==> config.mk <==
export PLATFORM = sky130hd
export DESIGN_NAME = uart_rx_fifo
export DESIGN_NICKNAME = d
export VERILOG_FILES = /design/src/rtl/uart_rx_fifo.sv
export SDC_FILE = /design/constraint.sdc
export NUM_CORES = 1
export LEC_CHECK = 0
export BUFFER_PORTS_ARGS = -buffer_cell sky130_fd_sc_hd__buf_2
export CAP_MARGIN = 20
export CORE_ASPECT_RATIO = 0.6
export CORE_UTILIZATION = 45
export DETAILED_ROUTE_END_ITERATION = 10
export GPL_ROUTABILITY_DRIVEN = 0
export PLACE_DENSITY = 0.62
export SYNTH_ARGS = -nofsm -noshare
export SYNTH_HDL_FRONTEND = slang
export SYNTH_SLANG_ARGS = --single-unit
==> constraint.sdc <==
create_clock -name clk -period 3.4 [get_ports clk]
set_input_delay 1.02 -clock clk [delete_from_list [all_inputs] [get_ports clk]]
set_output_delay 1.02 -clock clk [all_outputs]
set_load 0.03 [all_outputs]
==> src/rtl/uart_rx_fifo.sv <==
`timescale 1ns/1ps
// uart_rx_fifo
// ------------------------------------------------------------------------
// 8N1 UART receiver with mid-bit sampling, feeding a 16-entry
// first-word-fall-through FIFO. Framing errors and FIFO overruns are
// reported through sticky flags.
//
// Parameters
//   clk_freq         system clock in Hz
//   uart_baud_rate   line bit rate
//   fifo_depth_log2  FIFO depth = 2**fifo_depth_log2
//
// Ports
//   clk        in   system clock, rising edge
//   rst        in   asynchronous active-low reset
//   uart_rxd   in   serial line, idle high, asynchronous to clk
//   rx_data    out  FIFO head byte (combinational read)
//   rx_avail   out  FIFO not empty
//   rx_pop     in   consume head byte on this edge
//   rx_count   out  bytes held, 0..2**fifo_depth_log2
//   overrun    out  sticky: byte dropped because FIFO was full
//   frame_err  out  sticky: stop bit sampled low
//   err_clr    in   clears both sticky flags (a same-cycle set wins)
//   dbg_state  out  receiver FSM state
//
// Handshake: rx_avail is the valid and rx_pop is the ready of the read
// side. A byte transfers on every rising edge where both are 1; rx_data is
// stable while rx_avail=1 and rx_pop=0. rx_pop with rx_avail=0 is ignored.
// ------------------------------------------------------------------------
module uart_rx_fifo #(
  parameter int clk_freq        = 50000000,
  parameter int uart_baud_rate  = 1152000,
  parameter int fifo_depth_log2 = 4
) (
  input  logic                     clk,
  input  logic                     rst,
  input  logic                     uart_rxd,
  output logic [7:0]               rx_data,
  output logic                     rx_avail,
  input  logic                     rx_pop,
  output logic [fifo_depth_log2:0] rx_count,
  output logic                     overrun,
  output logic                     frame_err,
  input  logic                     err_clr,
  output logic [2:0]               dbg_state
);

  // Bit period rounded to nearest clock count, half period floored.
  localparam int D     = (clk_freq + uart_baud_rate / 2) / uart_baud_rate;
  localparam int H     = D / 2;
  localparam int CW    = (D > 2) ? $clog2(D) : 1;
  localparam int AW    = fifo_depth_log2;
  localparam int DEPTH = 1 << AW;

  localparam logic [CW-1:0] D_M1     = CW'(D - 1);
  localparam logic [CW-1:0] H_M1     = CW'(H - 1);
  localparam logic [AW:0]   FULL_CNT = {1'b1, {AW{1'b0}}};

  localparam logic [2:0] S_IDLE  = 3'd0;
  localparam logic [2:0] S_START = 3'd1;
  localparam logic [2:0] S_DATA  = 3'd2;
  localparam logic [2:0] S_STOP  = 3'd3;
  localparam logic [2:0] S_BREAK = 3'd4;

  // ---------------------------------------------------------------------
  // Input synchronizer (both stages reset to the idle level)
  // ---------------------------------------------------------------------
  logic r_sync1;
  logic r_rxd_s;

  always_ff @(posedge clk or negedge rst) begin
    if (!rst) begin
      r_sync1 <= 1'b1;
      r_rxd_s <= 1'b1;
    end else begin
      r_sync1 <= uart_rxd;
      r_rxd_s <= r_sync1;
    end
  end

  // ---------------------------------------------------------------------
  // Receiver FSM
  // ---------------------------------------------------------------------
  logic [2:0]    r_state;
  logic [CW-1:0] r_cnt;
  logic [2:0]    r_bit_idx;
  logic [7:0]    r_shift;

  logic w_cnt_zero;
  logic w_stop_sample;
  logic w_push;
  logic w_frame_set;

  assign w_cnt_zero    = (r_cnt == '0);
  assign w_stop_sample = (r_state == S_STOP) && w_cnt_zero;
  // The byte is pushed on the very edge that samples a good stop bit, so
  // the FIFO write and the FSM return to IDLE happen together.
  assign w_push        = w_stop_sample && r_rxd_s;
  assign w_frame_set   = w_stop_sample && !r_rxd_s;

  always_ff @(posedge clk or negedge rst) begin
    if (!rst) begin
      r_state   <= S_IDLE;
      r_cnt     <= '0;
      r_bit_idx <= '0;
      r_shift   <= '0;
    end else begin
      case (r_state)
        S_IDLE: begin
          if (!r_rxd_s) begin
            r_state <= S_START;
            r_cnt   <= H_M1;
          end
        end
        S_START: begin
          if (w_cnt_zero) begin
            // Mid start bit: a line back at 1 was only a glitch.
            if (!r_rxd_s) begin
              r_state   <= S_DATA;
              r_bit_idx <= '0;
              r_cnt     <= D_M1;
            end else begin
              r_state <= S_IDLE;
            end
          end else begin
            r_cnt <= r_cnt - 1'b1;
          end
        end
        S_DATA: begin
          if (w_cnt_zero) begin
            r_shift <= {r_rxd_s, r_shift[7:1]};  // LSB arrives first
            r_cnt   <= D_M1;
            if (r_bit_idx == 3'd7) begin
              r_state <= S_STOP;
            end else begin
              r_bit_idx <= r_bit_idx + 1'b1;
            end
          end else begin
            r_cnt <= r_cnt - 1'b1;
          end
        end
        S_STOP: begin
          if (w_cnt_zero) begin
            r_state <= r_rxd_s ? S_IDLE : S_BREAK;
          end else begin
            r_cnt <= r_cnt - 1'b1;
          end
        end
        S_BREAK: begin
          // Wait out a held-low line so it cannot look like a new start bit.
          if (r_rxd_s) begin
            r_state <= S_IDLE;
          end
        end
        default: begin
          r_state <= S_IDLE;
        end
      endcase
    end
  end

  assign dbg_state = r_state;

  // ---------------------------------------------------------------------
  // FIFO
  // ---------------------------------------------------------------------
  logic [7:0]    r_mem [DEPTH];
  logic [AW-1:0] r_wptr;
  logic [AW-1:0] r_rptr;
  logic [AW:0]   r_count;

  logic w_full;
  logic w_empty;
  logic w_do_push;
  logic w_do_pop;
  logic w_ovr_set;

  assign w_full    = (r_count == FULL_CNT);
  assign w_empty   = (r_count == '0);
  assign w_do_pop  = rx_pop && !w_empty;
  // When full, a simultaneous pop frees the head slot, which is exactly
  // the slot the write pointer addresses, so the push can proceed.
  assign w_do_push = w_push && (!w_full || rx_pop);
  assign w_ovr_set = w_push && w_full && !rx_pop;

  always_ff @(posedge clk or negedge rst) begin
    if (!rst) begin
      for (int i = 0; i < DEPTH; i++) begin
        r_mem[i] <= '0;
      end
      r_wptr  <= '0;
      r_rptr  <= '0;
      r_count <= '0;
    end else begin
      if (w_do_push) begin
        r_mem[r_wptr] <= r_shift;
        r_wptr        <= r_wptr + 1'b1;
      end
      if (w_do_pop) begin
        r_rptr <= r_rptr + 1'b1;
      end
      case ({w_do_push, w_do_pop})
        2'b10:   r_count <= r_count + 1'b1;
        2'b01:   r_count <= r_count - 1'b1;
        default: r_count <= r_count;
      endcase
    end
  end

  assign rx_data  = r_mem[r_rptr];
  assign rx_avail = !w_empty;
  assign rx_count = r_count;

  // ---------------------------------------------------------------------
  // Sticky error flags: a set event beats a same-cycle clear
  // ---------------------------------------------------------------------
  logic r_overrun;
  logic r_frame_err;

  always_ff @(posedge clk or negedge rst) begin
    if (!rst) begin
      r_overrun   <= 1'b0;
      r_frame_err <= 1'b0;
    end else begin
      r_overrun   <= w_ovr_set   || (r_overrun   && !err_clr);
      r_frame_err <= w_frame_set || (r_frame_err && !err_clr);
    end
  end

  assign overrun   = r_overrun;
  assign frame_err = r_frame_err;

endmodule

==> metrics.txt <==
Via density ~5.8; routing usage on met1 between 30% and 40%; total gr overflow 0; filler cell count about 1400; post-synth cell types between 50 and 60; TritonCTS Buffers 17; Flop pwr share about two fifths; Clk pin slew, worst setup/hold paths 70 ps; IO Count 24; length of the first detailed-routing pass in iterations 5; most used routing layer met1; Worst Path Required 2380 ps; worst-skew pair later-pin latency about 420 ps; CP max stage cell mux4_2; average instance area after synthesis between 10 and 15 sq um; FF+latch count, synth 165; Final setup violation count 0; CTS tree built; Post-route DRC 0; core area 0.01727 sq mm; clock root buffer clkbuf_16; Comb power frac between 20% and 30%; critical setup path kind register to output pin; Post-DP HPWL roughly 11000 um; register area about 0.0041 sq mm; antenna violations before repair 0; Crit. End Element output pin; met2 usage between 20% and 30%; fin crit period 3330 ps; Worst Hold Class register to register; Syn-to-layout area delta 14.07%; relative slew slack between 30% and 40%; cell row count 37; Post-Route Skew approximately 12 ps; largest net degree at the start of global routing between 80 and 90; critical path data arrival time around 2300 ps; Final period util a little over nine tenths; overall routing resource usage between 20% and 30%; count of flip-flops with a built-in enable after synthesis 0; diode count 0; antenna viol nets, final 0; WL/cell around 22 um; vias in the first global route 4830; CP delay by family, top multiplexers; layout cells sized above 1 roughly 47%; critical path, cell by cell buf_12 -> buf_12 -> mux4_2 -> mux4_2 -> buf_2; Net Sw Frac about 32%; Chip Height between 100 and 150 um; 1st-iter DRT viols approximately 420; area of the multi-input gates ~0.0037 sq mm; Starting Density 46.46%; cell count after placement around 780; H-Tree Depth 4; total number of vias between 4000 and 5000; Syn Nets 555; main flop type after synthesis dfrtp_1; Pleak around 0.0042 uW; grt met3 use under 10%; asr flop ratio synth 100.0%; Seq/Total Area, Yosys between 50% and 60%; final hold vios 0; Cell Area, Synth 0.008023 sq mm; I/O Buffers 23; Critical Path Max Stage Delay 530 ps; status completed; die width about 170 um; routed wire length about 18000 um; Max Cap Viol 0; measured slew at the worst slew-check pin around 930 ps; CP Launch Type register; sw power approximately 1900 uW; DIE AREA about 0.018 sq mm; fin cells 814; Max VDD drop 0.0003907 V; clock share of power approximately a third; Finished Core Util between 50% and 60%; crit path buf inv count 3; first-pass GRT wire length around 28000 um; fmax between 0.3 and 0.4 GHz; pins over their slew limit 0; CTS max path bufs 2; PwrDens around 630 mW/mm^2; Pint around 3900 uW; clock sink count about 170; Final nets 584; Ys Warns 0; CP max FO 6; Synth Instances ~540
==> cells in the mapped netlist (2+ instances only) <==
cell type  number  area (sq um)
mux2_2        126          1419
mux2_4          8         120.1
a221o_1         2         20.02
nor3_1          7         35.03
a21oi_1         5         25.02
xor2_1          8         70.07
nor2_1         10         37.54
or2_2           2         12.51
buf_2           5         25.02
clkbuf_1       11         41.29
nand3_1        16         80.08
a22o_1          2         17.52
a22oi_1         3         22.52
dfstp_2         2         52.55
a21o_1          2         15.01
mux2_1          6         67.56
nand2_1        11         41.29
mux4_2         40         900.9
nor3_2          3         30.03
a21boi_0        2         15.01
nand2b_1        5         31.28
o21ai_0         2         10.01
a221oi_1        2         17.52
ha_1           12         150.1
o211a_1         2         20.02
xnor2_1         4         35.03
inv_1          15         56.30
buf_1          11         41.29
mux2i_1         2         20.02
nand4_1         8         50.05
nor2b_1         3         18.77
buf_6           2         22.52
nor3_4         14         227.7
or4_1           3         22.52
dfrtp_1       163          4079
==> stage by stage <==
step / setup TNS, ps / hold WS (ps) / cell area, sq um / total power [uW] / worst slack (ps)
2_1_floorplan: 0 / 345.2 / 8023 / 3263 / 30.22
3_5_place_dp: 0 / 346.9 / 8434 / 3678 / 240.0
3_3_place_gp: 0 / 347.0 / 8434 / 3616 / 352.0
4_1_cts: 0 / 357.0 / 9046 / 5700 / 12.81
6_report: 0 / 355.8 / 9151 / 5809 / 69.98
5_1_grt: -0.5238 / 366.7 / 9151 / 6084 / -0.5238
==> worst reg2reg max path, stage by stage (launching register included) <==
cell       delay, ps
dfrtp_1          460
nor4_4           380
nand3_2          200
nor3b_2          320
inv_1            110
ha_1             230
xor2_1           150
ha_1             230
a21o_1           190
a22oi_1          240
nor3_1            80
a2111oi_0        330
==> kinds of logic (layout without fill, tap and decap cells) <==
kind of cell | count (synthesis) | count (layout) | share of synthesized area [%]
buf+inv | 45 | 87 | 2.417
simple gates | 89 | 89 | 8.235
flops | 165 | 165 | 51.50
mux | 182 | 182 | 31.50
compound gates | 33 | 33 | 3.166
fa+ha+maj | 12 | 12 | 1.871
xor+xnor | 12 | 12 | 1.310
==> state kept, by name, summed over array words and instances, names as in the netlist <==
register / count
r_mem: 128
r_shift: 8
r_cnt: 6
rx_count: 5
r_rptr: 4
r_wptr: 4
dbg_state: 3
r_bit_idx: 3
frame_err: 1
overrun: 1
r_rxd_s: 1
r_sync1: 1
==> power groups by stage <==
stage          clock, uW  combinational, uW  sequential [uW]
6_report            2020               1460             2330
5_1_grt             2160               1580             2350
4_1_cts             2060               1320             2330
3_5_place_dp           0               1320             2360
3_3_place_gp           0               1270             2350
2_1_floorplan          0                945             2320
==> cells in the final DEF (no fill, tap or decap), types with 4 or more instances in the layout <==
cell type  synthesis  routed
mux2_1             6       6
nor3_1             7       7
clkbuf_16          0      19
buf_12             0       5
nor2_1            10      10
xor2_1             8       8
xnor2_1            4       4
inv_6              0       5
nand3_1           16      16
nand2_1           11      11
mux2_2           126     126
ha_1              12      12
dfrtp_1          163     161
a21oi_1            5       5
buf_4              1      10
mux4_2            40      40
buf_2              5      21
mux2_4             8       8
nand4_1            8       8
nor3_4            14      15
nand2b_1           5       5
inv_1             15      15
==> metal layers <==
| layer | up-vias | routed length [um] |
|---|---|---|
| met5 | - | 0 |
| met4 | 0 | 160 |
| met3 | 15 | 1066 |
| met2 | 93 | 7833 |
| met1 | 2514 | 8588 |
| li1 | 2086 | - |
==> cell type report <==
| type | instances | share of cell area (%) |
|---|---|---|
| Tap cell | 234 | 3.199 |
| Timing Repair Buffer | 40 | 3.856 |
| Multi-Input combinational cell | 328 | 40.47 |
| Clock buffer | 19 | 4.840 |
| Clock inverter | 13 | 1.846 |
| Inverter | 15 | 0.6153 |
| Sequential cell | 165 | 45.17 |
==> repair_timing <==
| item | in CTS | in global routing |
|---|---|---|
| setup buffers | 0 | 2 |
| hold buffers | 0 | 0 |
| setup endpoints to repair | 0 | 4 |
| resized for setup | 0 | 6 |
| hold endpoints to repair | 0 | 0 |
==> final timing paths <==
path / startpoint / endpoint / slack [ps] / cells past startpoint
setup / recovery: r_rptr[0] / rx_data[4] / 70 / 5
hold / removal: r_sync1 / r_rxd_s / 360 / 0
setup reg to reg: r_cnt[4] / rx_count[4] / 340 / 11
hold reg to reg: r_sync1 / r_rxd_s / 360 / 0
max in group asynchronous: rst / r_mem[113] / 1990 / 2
min in group asynchronous: rst / rx_count[1] / 650 / 1
(Power assumes the default switching activity.)
